File: config.mk
export PLATFORM = sky130hd
export DESIGN_NAME = instr_fetch_unit
export DESIGN_NICKNAME = d
export VERILOG_FILES = /design/src/rtl/fetch_pkg.sv /design/src/rtl/instr_fetch_unit_next_pc_calc.sv /design/src/rtl/instr_fetch_unit.sv
export SDC_FILE = /design/constraint.sdc
export NUM_CORES = 1
export LEC_CHECK = 0
export CAP_MARGIN = 20
export CORE_MARGIN = 2
export CORE_UTILIZATION = 47
export DETAILED_ROUTE_END_ITERATION = 10
export PLACE_DENSITY = 0.77
export SLEW_MARGIN = 15
export SYNTH_ARGS = -nofsm -noshare
export SYNTH_HDL_FRONTEND = slang
export SYNTH_HIERARCHICAL = 1
export SYNTH_SLANG_ARGS = --single-unit
File: constraint.sdc
create_clock -name clk_i -period 3.3 [get_ports clk_i]
set_input_delay 0.495 -clock clk_i [delete_from_list [all_inputs] [get_ports clk_i]]
set_output_delay 0.495 -clock clk_i [all_outputs]
set_load 0.02 [all_outputs]
File: src/rtl/fetch_pkg.sv
// Shared types and constants for the instruction fetch unit: FSM state encoding,
// jump-select encodings, default reset PC and the branch-offset helper.
package fetch_pkg;

    typedef enum logic [1:0] {
        ST_IDLE  = 2'd0,
        ST_FETCH = 2'd1,
        ST_HOLD  = 2'd2,
        ST_FAULT = 2'd3
    } fetch_state_e;

    // Encoding 2'b11 is deliberately absent: it behaves like JSEL_SEQ.
    localparam logic [1:0] JSEL_SEQ = 2'b00;
    localparam logic [1:0] JSEL_J   = 2'b01;
    localparam logic [1:0] JSEL_JR  = 2'b10;

    localparam logic [31:0] DEFAULT_RESET_PC = 32'h0000_0000;

    function automatic logic [31:0] branch_offset(input logic [15:0] imm);
        return {{14{imm[15]}}, imm, 2'b00};
    endfunction

endpackage

File: src/rtl/instr_fetch_unit_next_pc_calc.sv
// Combinational redirect target for the held instruction:
// jr beats j/jal, which beats a taken branch, which beats the sequential PC.
module next_pc_calc
    import fetch_pkg::*;
(
    input  logic [1:0]  jump_sel_i,
    input  logic        branch_taken_i,
    input  logic [31:0] rs_data_i,
    input  logic [31:0] instr_i,
    input  logic [31:0] pc_plus4_i,
    output logic [31:0] next_pc_o
);

    always_comb begin
        next_pc_o = pc_plus4_i;
        if (jump_sel_i == JSEL_JR) begin
            next_pc_o = rs_data_i;
        end else if (jump_sel_i == JSEL_J) begin
            next_pc_o = {pc_plus4_i[31:28], instr_i[25:0], 2'b00};
        end else if (branch_taken_i) begin
            next_pc_o = pc_plus4_i + branch_offset(instr_i[15:0]);
        end
    end

endmodule

File: src/rtl/instr_fetch_unit.sv
// Single-outstanding instruction fetch FSM (IDLE/FETCH/HOLD/FAULT) with registered outputs.
// Build option FETCH_ALIGN_CHK_EN: trap misaligned redirect targets in FAULT instead of masking them.
module instr_fetch_unit
    import fetch_pkg::*;
#(
    parameter logic [31:0] RESET_PC = DEFAULT_RESET_PC
) (
    input  logic        clk_i,
    input  logic        rst_i,
    output logic        imem_req_o,
    output logic [31:0] imem_addr_o,
    input  logic        imem_ack_i,
    input  logic [31:0] imem_data_i,
    output logic        instr_valid_o,
    input  logic        instr_ready_i,
    output logic [31:0] instr_o,
    output logic [31:0] pc_o,
    output logic [31:0] pc_plus4_o,
    input  logic [1:0]  jump_sel_i,
    input  logic        branch_taken_i,
    input  logic [31:0] rs_data_i,
    output logic        fault_o,
    output logic [1:0]  dbg_state_o
);

    fetch_state_e state_q, state_d;
    logic [31:0]  pc_q, pc_d;
    logic [31:0]  instr_q, instr_d;
    logic [31:0]  pc_hold_q, pc_hold_d;
    logic [31:0]  pc_plus4_q, pc_plus4_d;
    logic         req_q, req_d;
    logic         valid_q, valid_d;
    logic [31:0]  next_pc;
    logic         handshake;

    next_pc_calc u_next_pc_calc (
        .jump_sel_i     (jump_sel_i),
        .branch_taken_i (branch_taken_i),
        .rs_data_i      (rs_data_i),
        .instr_i        (instr_q),
        .pc_plus4_i     (pc_plus4_q),
        .next_pc_o      (next_pc)
    );

    // Decoder handshake: instr_valid_o rises only in HOLD and stays high with
    // instr_o/pc_o/pc_plus4_o frozen; the transfer happens in the one cycle where
    // instr_valid_o && instr_ready_i, and only then are the redirect inputs used.
    assign handshake = valid_q && instr_ready_i;

`ifdef FETCH_ALIGN_CHK_EN
    logic fault_q, fault_d;
    assign fault_o = fault_q;
`else
    assign fault_o = 1'b0;
`endif

    always_comb begin
        state_d    = state_q;
        pc_d       = pc_q;
        instr_d    = instr_q;
        pc_hold_d  = pc_hold_q;
        pc_plus4_d = pc_plus4_q;
        req_d      = req_q;
        valid_d    = valid_q;
`ifdef FETCH_ALIGN_CHK_EN
        fault_d    = fault_q;
`endif
        case (state_q)
            ST_IDLE: begin
                state_d = ST_FETCH;
                req_d   = 1'b1;
                valid_d = 1'b0;
            end
            ST_FETCH: begin
                if (imem_ack_i) begin
                    instr_d    = imem_data_i;
                    pc_hold_d  = pc_q;
                    pc_plus4_d = pc_q + 32'd4;
                    state_d    = ST_HOLD;
                    req_d      = 1'b0;
                    valid_d    = 1'b1;
                end
            end
            ST_HOLD: begin
                if (handshake) begin
                    valid_d = 1'b0;
`ifdef FETCH_ALIGN_CHK_EN
                    if (next_pc[1:0] != 2'b00) begin
                        state_d = ST_FAULT;
                        fault_d = 1'b1;
                        req_d   = 1'b0;
                    end else begin
                        pc_d    = next_pc;
                        state_d = ST_FETCH;
                        req_d   = 1'b1;
                    end
`else
                    pc_d    = next_pc & ~32'h3;
                    state_d = ST_FETCH;
                    req_d   = 1'b1;
`endif
                end
            end
            ST_FAULT: begin
                req_d   = 1'b0;
                valid_d = 1'b0;
            end
            default: begin
                state_d = ST_IDLE;
                req_d   = 1'b0;
                valid_d = 1'b0;
            end
        endcase
    end

    always_ff @(posedge clk_i) begin
        if (rst_i) begin
            state_q    <= ST_IDLE;
            pc_q       <= RESET_PC;
            instr_q    <= 32'h0;
            pc_hold_q  <= 32'h0;
            pc_plus4_q <= 32'h0;
            req_q      <= 1'b0;
            valid_q    <= 1'b0;
`ifdef FETCH_ALIGN_CHK_EN
            fault_q    <= 1'b0;
`endif
        end else begin
            state_q    <= state_d;
            pc_q       <= pc_d;
            instr_q    <= instr_d;
            pc_hold_q  <= pc_hold_d;
            pc_plus4_q <= pc_plus4_d;
            req_q      <= req_d;
            valid_q    <= valid_d;
`ifdef FETCH_ALIGN_CHK_EN
            fault_q    <= fault_d;
`endif
        end
    end

    assign imem_req_o    = req_q;
    assign imem_addr_o   = pc_q;
    assign instr_valid_o = valid_q;
    assign instr_o       = instr_q;
    assign pc_o          = pc_hold_q;
    assign pc_plus4_o    = pc_plus4_q;
    assign dbg_state_o   = state_q;

endmodule

# After elaboration in Yosys (flattened, before gate mapping)
# Index checks and enable logic that the tools add are counted.
[op_classes]
add_sub_neg = 2
n_eq_ne = 7
mux = 12
reduce_logical = 8
[ops]
columns = ["cell", "count"]
rows = [
  ["two-way mux 32 bit", 3],
  ["adder 32 x 3 -> 32 bit, second input constant", 1],
  ["adder 32 bit", 1],
  ["== test 2 bit, second input constant", 3],
  ["one-hot mux 2 bit (3 select lines)", 1],
  ["AND reduction 2 bit", 3],
  ["== test 2 x 1 -> 1 bit, second input constant", 2],
  ["two-way mux 1 bit", 4],
  ["two-way mux 2 bit", 2],
  ["inequality test 2 bit, second input constant", 2],
  ["one-hot mux 1 bit (4 select lines)", 1],
  ["one-hot mux 1 bit (3 select lines)", 1],
  ["AND reduction 3 bit", 1],
  ["nonzero test 3 bit", 1],
  ["logical NOT 2 bit", 1],
  ["OR reduction 2 bit", 1],
  ["logical AND 1 bit", 1],
]
[word_totals]
ff_bits = 128
inputBits = 71
output_inout_bits = 133
wordCells = 36

# Depth between registers and ports, before layout
[depth]
word_depth = 4
depth_mapped = 13
mapped_depth_nobuf = 13

# Hierarchy
# Netlist, hierarchy kept.
[modules_own_cells]
columns = ["mod", "n_inst", "cells_per_inst", "area_per_inst_um2", "seq_area_each_um2"]
rows = [
  ["instr_fetch_unit", 1, 610, 4919.7, 2522.4],
  ["next_pc_calc", 1, 421, 2855.2, 0.0],
]

# Least setup slack after synthesis
# Ideal clock, no wire load.
[synth_timing]
path_type = "reg-to-reg"
start = "register instr_q[0] (netlist: instr_o[0])"
end = "register pc_q[24] (netlist: imem_addr_o[24])"
setup_time_ns = 0.070
t_arrival_ns = 2.938
required_time_ns = 3.230
setup_slack_ns = 0.291
path_stages_with_launch = 14
n_path_buf = 0
synth_period_minus_slack_ns = 3.009
cell_sequence = "dfxtp_1 > ha_1 > fa_1 > a21o_1 > a21o_1 > a211oi_1 > o21ai_1 > o41ai_2 > o31a_1 > mux2i_1 > nor3_1 > o31ai_1 > nand2_1 > a21oi_1"
[synth_via]
elab_chain_cells = 4
[synth_lines]
columns = ["element", "line_no", "source"]
rows = [
  ["start: declaration", "instr_fetch_unit.sv:28", "logic [31:0] instr_q, instr_d;"],
  ["start signal: assignment", "instr_fetch_unit.sv:131", "instr_q <= instr_d;"],
  ["adder 32 bit", "instr_fetch_unit_next_pc_calc.sv:21", "next_pc_o = pc_plus4_i + branch_offset(instr_i[15:0]);"],
  ["two-way mux 32 bit", "instr_fetch_unit_next_pc_calc.sv:20", "end else if (branch_taken_i) begin"],
  ["two-way mux 32 bit", "instr_fetch_unit_next_pc_calc.sv:18", "end else if (jump_sel_i == JSEL_J) begin"],
  ["two-way mux 32 bit", "instr_fetch_unit_next_pc_calc.sv:16", "if (jump_sel_i == JSEL_JR) begin"],
  ["via next_pc[24]", "instr_fetch_unit.sv:33", "logic [31:0] next_pc;"],
  ["end signal: assignment", "instr_fetch_unit.sv:130", "pc_q <= pc_d;"],
  ["end: declaration", "instr_fetch_unit.sv:27", "logic [31:0] pc_q, pc_d;"],
]
# The timed path passes the listed nets, and every way through them passes these cells.
# A chain may end at the register's enable or synchronous reset.

# Worst setup path after layout
[layout_timing]
start = "register instr_q[15] (netlist: instr_o[15])"
end = "register pc_q[29] (netlist: imem_addr_o[29])"
# The elaborated chain is that of the path after synthesis.

==> run summary <==
STA
-----------------------------------------------------------------------------------
Final setup viols                                                                 0
Final hold violation count                                                        0
Peak Freq                                                                 0.319 GHz
Worst relative slew slack                                                     49.4%
Final max-slew violation count                                                    0
Hold_ws                                                                    0.452 ns
Post-layout minimum cycle time                                              3.14 ns
Final worst setup slack                                                    0.165 ns
Unrepaired setup endpoints after global routing                               false
Worst-Margin Slew                                                          0.753 ns
Final setup TNS                                                                0 ns
Ratio of final minimum period to clock period                                 95.0%
Post-Route Skew                                                           0.0108 ns

POWER
-----------------------------------------------------------------------------------
Net Sw Frac                                                                   30.2%
Total power density per cell area                                        404 nW/µm²
Fraction of power consumed by the clock network                               42.8%
Total internal power                                                        3.00 mW
VDD IR-drop max                                                            0.434 mV
Sum of internal, switching and leakage power                                4.29 mW
Standby leakage power                                                       4.00 nW
Reg power frac                                                                38.0%
Comb power frac                                                               19.2%
Power spent charging and discharging nets                                   1.30 mW

GRT
-----------------------------------------------------------------------------------
Initial antenna violation count                                                   0
Fraction of met2 tracks used by global routing                                41.3%
Met3 usage in global routing                                                  7.77%
Overall fraction of global-route tracks in use                                28.3%
First-pass GRT wire length                                                  39.9 mm
Met1 usage in global routing                                                  40.5%
Largest net degree at the start of global routing                                81
Total congestion overflow                                                         0
Via count of the first global-routing pass                                    7,647
Busiest grt layer                                                              met2

SETUP PATH
-----------------------------------------------------------------------------------
Top delay family on crit path                                          compound AO/OA/AOI/OAI gates
Master of the slowest instance on the critical path                         dfxtp_1
Classification of the worst setup path                                      reg2reg
CP Max Fanout                                                                    12
Worst reg-to-reg path cell count                                                 12
Worst setup EP type                                                        register
Max incr delay on CP                                                        0.56 ns
Data required time of the worst path                                        3.64 ns
Reg-to-reg critical path startpoint                                     instr_o[15]
Buffers plus inverters on the worst setup path                                    1
Reg-to-reg setup timing slack                                               0.16 ns
Signal arrival time at the worst endpoint                                   3.47 ns
Reg2Reg Capture Point                                                  imem_addr_o[29]
Crit start category                                                        register
Most repeated library cell on the critical path                             a21oi_1
Series of cell instances along the critical path                       buf_4 -> ha_1 -> a21oi_1 -> o21bai_1 -> a21oi_1 -> nor2b_1 -> a221o_1 -> o41a_1 -> xnor2_1 -> o31ai_1 -> nand2_1 -> a21oi_1

CLOCKING
-----------------------------------------------------------------------------------
Number of H-tree levels                                                           4
Number of buffers inserted by hold repair at cts                                  0
Buffer cell driving the clock tree root                                   clkbuf_16
Deepest clock path buffer count                                                   2
Worst-Skew Late Latency                                                     0.42 ns
CTS tree                                                                      built
CTS clock-pin slew for the worst setup and hold paths                       0.06 ns
Buffers inserted during post-CTS setup optimization                               0
Clock net sink count                                                            126
TritonCTS Buffers                                                                17

FLOORPLANNING
-----------------------------------------------------------------------------------
Number of cell rows                                                              46
Starting density of the core                                                  48.3%
Width of the chip                                                            132 µm
Total die area                                                           17,500 µm²
Height of the die                                                            132 µm
Core Region                                                              16,000 µm²
IO Pins                                                                         204

DETAILED ROUTING
-----------------------------------------------------------------------------------
Drt pass-1 iters                                                                  7
Vias per Instance                                                              5.75
Number of nets with antenna violations after detailed routing                     0
Avg WL per Cell                                                             17.6 µm
Initial DRC Count                                                             1,146
Wirelength, routed                                                          25.4 mm
Total number of vias                                                          8,275
Post-route DRC violation count                                                    0

PLACE
-----------------------------------------------------------------------------------
Cell count after placement                                                    1,408
DP Area                                                                  10,000 µm²
Final weighted congestion in routability-driven placement                     0.970
Number of input and output port buffers inserted                                194
HPWL after detailed placement                                               18.2 mm
Post-placement setup slack                                                0.0174 ns

LOGIC SYNTHESIS
-----------------------------------------------------------------------------------
Syn Inst Count                                                                1,025
Number of warning messages in the yosys log                                       6
Avg Cell Area, Syn                                                         7.55 µm²
Total standard cell area after synthesis                                   7730 µm²

WORST HOLD PATH
-----------------------------------------------------------------------------------
Worst hold path type                                                        reg2reg
Hold path startpoint                                                       pc_o[16]
Worst hold path depth                                                             2
Worst Hold End                                                             pc_o[16]

CELLS AND AREA
-----------------------------------------------------------------------------------
Multi-input gate area in the final layout                                  4910 µm²
Layout-stage area growth over the synthesis result                            37.3%
Filler Cells Inserted                                                         1,409
Post-layout util                                                              66.4%
Area taken by flip-flops and latches                                       2520 µm²
Count of placed standard cells in the final layout, fillers left out          1,440
Share of post-route cells with drive strength above 1                         10.5%
Total number of nets in the final design                                      1,313
Finished Cell Area                                                       10,600 µm²
Diode count                                                                       0

STATUS
-----------------------------------------------------------------------------------
Status                                                                 finished clean

RUN
-----------------------------------------------------------------------------------
Maximum Capacitance Violations                                                    0

power groups by stage:
stage | combinational [mW] | clock [mW] | sequential [mW]
after global placement | 0.794 | 0 | 1.66
after detailed placement | 0.804 | 0 | 1.66
after floorplan | 0.418 | 0 | 1.71
after global routing | 0.888 | 1.94 | 1.64
final | 0.824 | 1.84 | 1.63
after CTS | 0.811 | 1.86 | 1.63
cell type report:
class / count / share of cell area, %
clock buffers: 17 / 4.01
well taps: 216 / 2.55
multi-input cells: 815 / 46.2
flip-flops and latches: 126 / 23.8
repair buffers: 236 / 21.5
clock inverters: 15 / 1.39
inverters: 15 / 0.530
worst max-delay path by stage:
stage                      from               to  slack, ns  cells past startpoint
floorplan            instr_o[0]  imem_addr_o[24]       0.30                     13
finish              instr_o[15]  imem_addr_o[29]       0.16                     12
global route        instr_o[15]  imem_addr_o[29]      0.006                     12
CTS                  instr_o[0]  imem_addr_o[24]       0.07                     14
detailed placement   instr_o[0]  imem_addr_o[30]       0.02                     13
global placement     instr_o[0]  imem_addr_o[30]       0.08                     13
worst reg2reg max path, stage by stage, from the launching register on:
cell and delay, ns:
dfxtp_1 0.56, buf_4 0.28, ha_1 0.33, a21oi_1 0.21, o21bai_1 0.11, a21oi_1 0.18, nor2b_1 0.08, a221o_1 0.30
o41a_1 0.34, xnor2_1 0.14, o31ai_1 0.27, nand2_1 0.11, a21oi_1 0.15
flip-flops by register name, indices dropped and copies added, names as in the netlist:
| name | flops |
|---|---|
| dbg_state_o | 2 |
| imem_addr_o | 30 |
| imem_req_o | 1 |
| instr_o | 32 |
| instr_valid_o | 1 |
| pc_o | 30 |
| pc_plus4_o | 30 |
routing by layer:
metal	vias to the layer above	wire length [µm]
met2	407	10800
met5	-	0
met1	3866	11600
met4	0	398
met3	32	2590
li1	3970	-
cells in the final DEF, fill, tap and decap left out, types with 23 or more instances in the layout:
cell	count
a211oi_1	30
nor2_1	74
nand3_1	23
nand2_1	222
ha_1	30
a21oi_1	134
clkdlybuf4s50_1	192
xnor2_1	25
dfxtp_1	126
buf_4	40
o21ai_0	41
repair_timing:
item | in CTS | in global routing
pin swaps | 0 | 1
setup endpoints to repair | 1 | 4
resized for setup | 1 | 6
No activity file was read; power rests on OpenSTA's default activity.
